## src/rtl/mem_arb_pkg.sv

```systemverilog
// mem_arb_pkg: types, access-size encodings and payload helper shared by the memory arbiter.
package mem_arb_pkg;
    localparam int MEM_ADDR_W = 32;
    localparam int MEM_DATA_W = 32;

    typedef enum logic [1:0] {
        SIZE_BYTE = 2'd0,
        SIZE_HALF = 2'd1,
        SIZE_WORD = 2'd2
    } mem_access_size_t;

    typedef enum logic [1:0] {
        OWNER_NONE,
        OWNER_I,
        OWNER_D,
        OWNER_S
    } arb_owner_t;

    typedef enum logic [1:0] {
        ARB_IDLE,
        ARB_REQ,
        ARB_WAIT
    } arb_state_t;

    typedef struct packed {
        logic                  we;
        logic [1:0]            size;
        logic                  read_unsigned;
        logic [MEM_ADDR_W-1:0] addr;
        logic [MEM_DATA_W-1:0] wdata;
    } mem_arb_req_t;

    function automatic mem_arb_req_t make_req(
        input logic                  we,
        input logic [1:0]            size,
        input logic                  read_unsigned,
        input logic [MEM_ADDR_W-1:0] addr,
        input logic [MEM_DATA_W-1:0] wdata
    );
        return '{we: we, size: size, read_unsigned: read_unsigned, addr: addr, wdata: wdata};
    endfunction
endpackage

```

## src/rtl/mem_arb_watchdog.sv

```systemverilog
// mem_arb_watchdog: counts enabled cycles since clear; expire marks the TIMEOUT-th one.
module mem_arb_watchdog #(
    parameter int TIMEOUT = 64
) (
    input  logic clock,
    input  logic reset,
    input  logic clr,
    input  logic en,
    output logic expire
);
    localparam int W = $clog2(TIMEOUT + 1);

    logic [W-1:0] cnt;

    assign expire = en && (cnt == W'(TIMEOUT - 1));

    always_ff @(posedge clock or negedge reset) begin
        if (!reset)
            cnt <= '0;
        else if (clr)
            cnt <= '0;
        else if (en && !expire)
            cnt <= cnt + 1'b1;
    end
endmodule

```

## src/rtl/mem_arbiter.sv

```systemverilog
// mem_arbiter: one single-ported memory shared by fetch (I), data (D) and setup loader (S).
// S has absolute priority, I/D alternate round-robin; define MEM_ARB_PERF_EN for perf counters.
module mem_arbiter
    import mem_arb_pkg::*;
#(
    parameter int ADDR_W  = MEM_ADDR_W,
    parameter int DATA_W  = MEM_DATA_W,
    parameter int TIMEOUT = 64,
    parameter int CNT_W   = 16
) (
    input  logic              clock,
    input  logic              reset,
    input  logic              i_req,
    input  logic [ADDR_W-1:0] i_addr,
    output logic              i_gnt,
    output logic              i_rvalid,
    output logic [DATA_W-1:0] i_rdata,
    input  logic              d_req,
    input  logic              d_we,
    input  logic [1:0]        d_size,
    input  logic              d_unsigned,
    input  logic [ADDR_W-1:0] d_addr,
    input  logic [DATA_W-1:0] d_wdata,
    output logic              d_gnt,
    output logic              d_rvalid,
    output logic [DATA_W-1:0] d_rdata,
    input  logic              setup_write,
    input  logic [ADDR_W-1:0] setup_address,
    input  logic [DATA_W-1:0] setup_data_in,
    output logic              setup_ack,
    output logic              mem_req,
    output logic              mem_we,
    output logic [1:0]        mem_size,
    output logic              mem_unsigned,
    output logic [ADDR_W-1:0] mem_addr,
    output logic [DATA_W-1:0] mem_wdata,
    input  logic              mem_ready,
    input  logic              mem_rvalid,
    input  logic [DATA_W-1:0] mem_rdata,
    output logic              err,
    output logic              busy
`ifdef MEM_ARB_PERF_EN
    ,
    output logic [CNT_W-1:0]  i_grants,
    output logic [CNT_W-1:0]  d_grants,
    output logic [CNT_W-1:0]  i_stall_cycles,
    output logic [CNT_W-1:0]  d_stall_cycles
`endif
);
    arb_state_t   state_q, state_d;
    arb_owner_t   owner_q, owner_d, rr_q, rr_d, win;
    mem_arb_req_t req_q, req_d;
    logic         wd_clr, wd_expire, done;
    logic [DATA_W-1:0] rdata_sel;

    // On a tie the requester that did not finish last wins.
    assign win = setup_write     ? OWNER_S :
                 (i_req && d_req) ? ((rr_q == OWNER_I) ? OWNER_D : OWNER_I) :
                 i_req           ? OWNER_I :
                 d_req           ? OWNER_D : OWNER_NONE;

    always_comb begin
        state_d = state_q;
        owner_d = owner_q;
        rr_d    = rr_q;
        req_d   = req_q;
        wd_clr  = 1'b0;
        done    = 1'b0;
        unique case (state_q)
            ARB_IDLE: if (win != OWNER_NONE) begin
                state_d = ARB_REQ;
                owner_d = win;
                req_d   = (win == OWNER_S) ? make_req(1'b1, SIZE_WORD, 1'b0, MEM_ADDR_W'(setup_address), MEM_DATA_W'(setup_data_in)) :
                          (win == OWNER_I) ? make_req(1'b0, SIZE_WORD, 1'b0, MEM_ADDR_W'(i_addr), '0) :
                                             make_req(d_we, d_size, d_unsigned, MEM_ADDR_W'(d_addr), MEM_DATA_W'(d_wdata));
            end
            ARB_REQ: if (mem_ready) begin
                state_d = ARB_WAIT;
                wd_clr  = 1'b1;
            end
            ARB_WAIT: if (mem_rvalid || wd_expire) begin
                state_d = ARB_IDLE;
                owner_d = OWNER_NONE;
                done    = 1'b1;
                if (owner_q == OWNER_I || owner_q == OWNER_D)
                    rr_d = owner_q;
            end
            default: state_d = ARB_IDLE;
        endcase
    end

    mem_arb_watchdog #(.TIMEOUT(TIMEOUT)) u_watchdog (
        .clock  (clock),
        .reset  (reset),
        .clr    (wd_clr),
        .en     (state_q == ARB_WAIT),
        .expire (wd_expire)
    );

    // An aborted transaction returns zero data.
    assign rdata_sel = mem_rvalid ? mem_rdata : '0;

    always_ff @(posedge clock or negedge reset) begin
        if (!reset) begin
            state_q   <= ARB_IDLE;
            owner_q   <= OWNER_NONE;
            rr_q      <= OWNER_I;
            req_q     <= '0;
            i_rvalid  <= 1'b0;
            i_rdata   <= '0;
            d_rvalid  <= 1'b0;
            d_rdata   <= '0;
            setup_ack <= 1'b0;
            err       <= 1'b0;
        end else begin
            state_q   <= state_d;
            owner_q   <= owner_d;
            rr_q      <= rr_d;
            req_q     <= req_d;
            i_rvalid  <= done && owner_q == OWNER_I;
            d_rvalid  <= done && owner_q == OWNER_D && !req_q.we;
            setup_ack <= done && owner_q == OWNER_S && mem_rvalid;
            err       <= done && !mem_rvalid;
            if (done && owner_q == OWNER_I)
                i_rdata <= rdata_sel;
            if (done && owner_q == OWNER_D && !req_q.we)
                d_rdata <= rdata_sel;
        end
    end

    assign i_gnt        = (state_q == ARB_REQ) && mem_ready && (owner_q == OWNER_I);
    assign d_gnt        = (state_q == ARB_REQ) && mem_ready && (owner_q == OWNER_D);
    assign mem_req      = state_q == ARB_REQ;
    assign mem_we       = req_q.we;
    assign mem_size     = req_q.size;
    assign mem_unsigned = req_q.read_unsigned;
    assign mem_addr     = ADDR_W'(req_q.addr);
    assign mem_wdata    = DATA_W'(req_q.wdata);
    assign busy         = state_q != ARB_IDLE;

`ifdef MEM_ARB_PERF_EN
    always_ff @(posedge clock or negedge reset) begin
        if (!reset) begin
            i_grants       <= '0;
            d_grants       <= '0;
            i_stall_cycles <= '0;
            d_stall_cycles <= '0;
        end else begin
            if (i_gnt && !(&i_grants))
                i_grants <= i_grants + 1'b1;
            if (d_gnt && !(&d_grants))
                d_grants <= d_grants + 1'b1;
            if (i_req && !i_gnt && !(&i_stall_cycles))
                i_stall_cycles <= i_stall_cycles + 1'b1;
            if (d_req && !d_gnt && !(&d_stall_cycles))
                d_stall_cycles <= d_stall_cycles + 1'b1;
        end
    end
`endif
endmodule

```

## config.mk

```make
export PLATFORM = sky130hd
export DESIGN_NAME = mem_arbiter
export DESIGN_NICKNAME = d
export VERILOG_FILES = /design/src/rtl/mem_arb_pkg.sv /design/src/rtl/mem_arb_watchdog.sv /design/src/rtl/mem_arbiter.sv
export SDC_FILE = /design/constraint.sdc
export NUM_CORES = 1
export LEC_CHECK = 0
export ABC_AREA = 1
export CORE_MARGIN = 2
export CORE_UTILIZATION = 28
export CTS_CLUSTER_SIZE = 28
export DETAILED_ROUTE_END_ITERATION = 10
export SYNTH_ARGS = -nofsm -noshare
export SYNTH_HDL_FRONTEND = slang
export SYNTH_SLANG_ARGS = --single-unit
export TNS_END_PERCENT = 20
```

## constraint.sdc

```tcl
create_clock -name clock -period 4 [get_ports clock]
set_input_delay 0.6 -clock clock [delete_from_list [all_inputs] [get_ports clock]]
set_output_delay 0.6 -clock clock [all_outputs]
set_load 0.02 [all_outputs]
```

[After elaboration in Yosys (flattened, before gate mapping)]
Cells that the tools add are included.
Storage, ports and cells
  input port bits: 203
  logic and storage cells: 74
  flip-flop bits (word level): 149
  bits in writable memories: 0
  memory bits (read-only): 0
  output and inout port bits: 140
  latch bits: 0
  memories: 0
Cells by class
  shifts and indexed selects: 0
  order comparisons: 0
  multiplexer cells: 20
  add/sub/neg operators: 1
  multiply operators: 0
  bitwise operators: 0
  div/mod/pow operators: 0
  equal/unequal tests: 12
  reduce and logical (&&, ||, !) cells: 26
Operators with widths (number)
  $mux W68: 2
  $mux W32: 1
  $mux W2: 9
  $mux W7: 2
  $logic_and A1 B1 Y1: 12
  $reduce_and A3 Y1: 3
  $eq A2 B1 Y1 const B: 4
  $eq A2 B2 Y1 const B: 4
  $reduce_bool A2 Y1: 4
  $add A7 B1 Y7 const B: 1
  $eq A7 B6 Y1 const B: 1
  $pmux W2 S3: 1
  $mux W1: 4
  $ne A2 B2 Y1 const B: 2
  $pmux W2 S2: 1
  $logic_not A1 Y1: 3
  $logic_not A2 Y1: 1
  $logic_or A1 B1 Y1: 2
  $ne A2 B1 Y1 const B: 1
  $reduce_and A2 Y1: 1

[Longest topological paths before layout]
  word-level depth: 7
  gate-level depth with buffers: 10
  mapped depth without buffers: 8

[Cells and area by module]
Synthesis repeated with hierarchy kept, for this count alone.
Second synthesis, totals
  cell total of the unflattened synthesis: 955
  area, all modules: 7166.9 sq um
By module, submodules not included
  mem_arbiter: cells each 886, area each 6683.9 sq um, instances 1
  mem_arb_watchdog: cells each 69, area each 483.0 sq um, instances 1

[Worst setup path before layout]
No wires, ideal clock.
  kind: flip-flop to output port
  start point: register owner_q[1]
  end point: output i_gnt
  setup slack: 1974 ps
  stages on the path, launching flop included: 7
  arrival time: 1426 ps
  path through: dfrtp_1 > inv_1 > ha_1 > clkbuf_1 > clkbuf_1 > inv_1 > nor2_1
On the way
  longest elaborated chain between the ends: 2
RTL lines
  start: declaration: RTL line mem_arbiter.sv:51  | arb_owner_t owner_q, owner_d, rr_q, rr_d, win;
  start signal: assignment: RTL line mem_arbiter.sv:117  | owner_q <= owner_d;
  $eq A2 B1 Y1: RTL line mem_arbiter.sv:131  | assign i_gnt = (state_q == ARB_REQ) && mem_ready && (owner_q == OWNER_I);
  $logic_and A1 B1 Y1: RTL line mem_arbiter.sv:131
  end: declaration: RTL line mem_arbiter.sv:15  | output logic i_gnt,
Every way passes these cells.

[Final worst setup path]
  start point: input mem_ready
  end point: output d_gnt
On the way
  longest elaborated chain between the ends: 2
RTL lines
  start: declaration: RTL line mem_arbiter.sv:37  | input logic mem_ready,
  $logic_and A1 B1 Y1 (2 in a row): RTL line mem_arbiter.sv:132  | assign d_gnt = (state_q == ARB_REQ) && mem_ready && (owner_q == OWNER_D);
  end: declaration: RTL line mem_arbiter.sv:24  | output logic d_gnt,
Every way passes these cells.

==> impl_metrics.toml <==
[setup_path]
slowest_stage = "clkdlybuf4s50_1"
arrival_ps = 2270
critPathMaxFanout = 11
crit_path_end_kind = "output port"
criticalPathCategory = "primary input to output port"
r2r_end = "mem_wdata[15]"
crit_chain = "clkdlybuf4s50_1, nand2_1, nor2_1, clkdlybuf4s50_1"
critPathTopFamily = "buffers and inverters"
cp_common_cell = "clkdlybuf4s50_1"
slowest_delay_ps = 650
crit_required_ps = 3400
path_buf_inv = 2
r2r-start = "rr_q[0]"
rr_worst_depth = 8
reg2reg_setup_slack_ps = 1790
crit_cells = 4
cp-start-kind = "primary input"

[sta]
hold_viol = 0
slew_headroom = 0.352
worst_pin_slew_ps = 971
setup_ws_ps = 1130
setup_violations = 0
fin_hold_ws_ps = 181
fmax_mhz = 348
setup_tns_ps = 0
fin_worst_skew_ps = 13.4
rsz0062_at_grt = "false"
drv_slew = 0
post-route-period-util = 0.718
min_period_ps = 2870

[drt]
antenna_left = 0
route.detailed.drc = 0
drt-total-wl_um = 28800
post_drt_wl_per_cell_um = 17.6
num_vias = 7891
viasPerCell = 4.82
dr.pass1.iters = 4
drtIter0Drc = 378

[global_routing]
grt_max_degree = 98
antenna_found_initial = 0
grt_pass1_wl_um = 44300
grt_pass1_vias = 7882
grt_use_total = 0.198
grt_overflow = 0

[synth]
synth_top_family_by_area = "simple AND/OR/NAND/NOR gates"
yosysSeqAreaShare = 0.484
synth_compound_area_frac = 0.0675
syn_area_per_cell_um2 = 7.89
synth_seq_cells = 149
synthSimpleGateAreaFrac = 0.358
synthCells = 977
syn_nets = 1184
syn_area_um2 = 7710
synthMuxAreaShare = 0
synth_cell_type_count = 23
synth_fa_ha_area_frac = 0.00649
yosysWarnings = 0
synthXorXnorAreaFrac = 0

[clocking]
clkTransAtPathRegs_ps = 70
post-cts-setup-buffer-count = 0
cts_resized = 0
cts_hold_buf = 0
clock_sinks = 149
h-tree-depth = 4
cts_tree = "done"
cts-buffers-inserted = 17
cts_buffer_depth = 2
insertion_delay_ps = 420
clockRootBuffer = "clkbuf_16"

[floorplan]
start_util = 0.285
coreArea_um2 = 27000
die_w_um = 170
die-area_um2 = 28900
row_count = 60
die_h_um = 170
ios = 343

[layout]
area_growth_pct = 55.4
layout-drive-gt1-share = 0.123
nNetsFinal = 1489
antenna_cells = 0
fin_util = 0.443

[outcome]
outcome = "finished, final reports clean"

[place]
dp_slack_ps = 1100
place_congestion = 0.817
port_buffers = 342
hpwl_um = 19600

[power_and_ir_drop]
power_density_nw_per_um2 = 667
leakagePower_nw = 5.70
peakVddDrop_mv = 0.271

[min_path]
min_path_type = "primary input to async pin"

[flow_run]
max_cap_viol_count = 0
-- power breakdown --
part,switching [mW],internal (mW),total (mW)
Combinational,2.22,1.71,3.93
Sequential,0.350,2.10,2.45
Clock,0.769,0.838,1.61
Total,3.34,4.65,7.99
-- worst reg2reg max path, stage by stage, from the launching register on --
cell and delay (ps):
dfstp_2 530, nand2_1 80, nand2_1 340, buf_4 410, a21oi_1 130, nand2_1 80, buf_4 330, nand4_1 160
nand2_1 100
-- Yosys cell counts (all sizes together) --
master	count	area (um^2)
nand2	296	1110
nor3	2	10.0
o31ai	1	7.51
o21ai	5	25.0
nor2	10	40.0
dfrtp	148	3700
dfstp	1	26.3
o2111ai	32	280
nand4	69	432
inv	84	315
clkbuf	51	191
a31oi	1	6.26
clkinv	1	3.75
ha	4	50.1
buf	25	135
a21oi	38	201
nand3	111	556
or2	98	613
-- cell type report --
class | instances | area, um^2
Clock inverter | 15 | 156
Tap cell | 341 | 427
Inverter | 85 | 319
Sequential cell | 149 | 3730
Timing Repair Buffer | 362 | 3580
Multi-Input combinational cell | 667 | 3340
Clock buffer | 17 | 425
Fill cell | 2723 | 15000
-- how the worst max path moves through the flow --
stage | from | to | slack (ps)
2_1_floorplan | owner_q[1] | i_gnt | 1970
3_3_place_gp | mem_ready | d_gnt | 1130
3_5_place_dp | mem_ready | d_gnt | 1100
4_1_cts | mem_ready | d_gnt | 1100
5_1_grt | mem_ready | d_gnt | 1020
6_report | mem_ready | d_gnt | 1130
-- layer usage --
| layer | up-vias | track usage | part of all wire |
|---|---|---|---|
| li1 | 3817 | - | - |
| met1 | 3713 | 0.243 | 0.43 |
| met2 | 323 | 0.323 | 0.46 |
| met3 | 38 | 0.0709 | 0.086 |
| met4 | 0 | 0.0643 | 0.024 |
| met5 | - | 0 | 0 |
-- metrics by stage --
stage               area [um^2]  total power, mW  cells
floorplan                  7710             4.52    977
global placement          11400             6.39   1604
finish                    12000             7.99   1636
global route              12000             8.55   1636
detailed placement        11400             6.43   1604
CTS                       12000             8.10   1636
-- cell usage in the layout, fill, tap and decap left out, types with 2 or more instances in the layout --
cell type | synthesis | routed
nor2_2 | 1 | 2
nand4_1 | 69 | 69
nand3_1 | 111 | 111
o2111ai_1 | 32 | 32
clkbuf_16 | 0 | 17
clkinv_8 | 0 | 2
nand2_1 | 296 | 295
clkdlybuf4s50_1 | 0 | 340
inv_8 | 0 | 3
nor2_1 | 9 | 8
o21ai_0 | 5 | 5
or2_2 | 98 | 98
inv_1 | 84 | 83
inv_2 | 0 | 2
nor3_1 | 2 | 2
dfrtp_1 | 148 | 148
buf_4 | 3 | 19
ha_1 | 4 | 4
inv_6 | 0 | 6
a21oi_1 | 37 | 37
-- sequential cells by signal, summed over array words and instances (netlist names), 2 cells and up --
| name | count |
|---|---|
| i_rdata | 32 |
| rr_q | 2 |
| d_rdata | 32 |
| owner_q | 2 |
| mem_wdata | 32 |
| u_watchdog.cnt | 7 |
| state_q | 2 |
| mem_size | 2 |
| mem_addr | 32 |
-- cell families (layout without fill, tap and decap cells) --
group                    count (synthesis)  in the layout
AO/OA/AOI/OAI                           77             77
AND/OR/NAND/NOR                        586            586
buffers and inverters                  161            479
flip-flops                             149            149
adder cells (fa/ha/maj)                  4              4
Note: power is estimated with default switching activity, not from simulation.
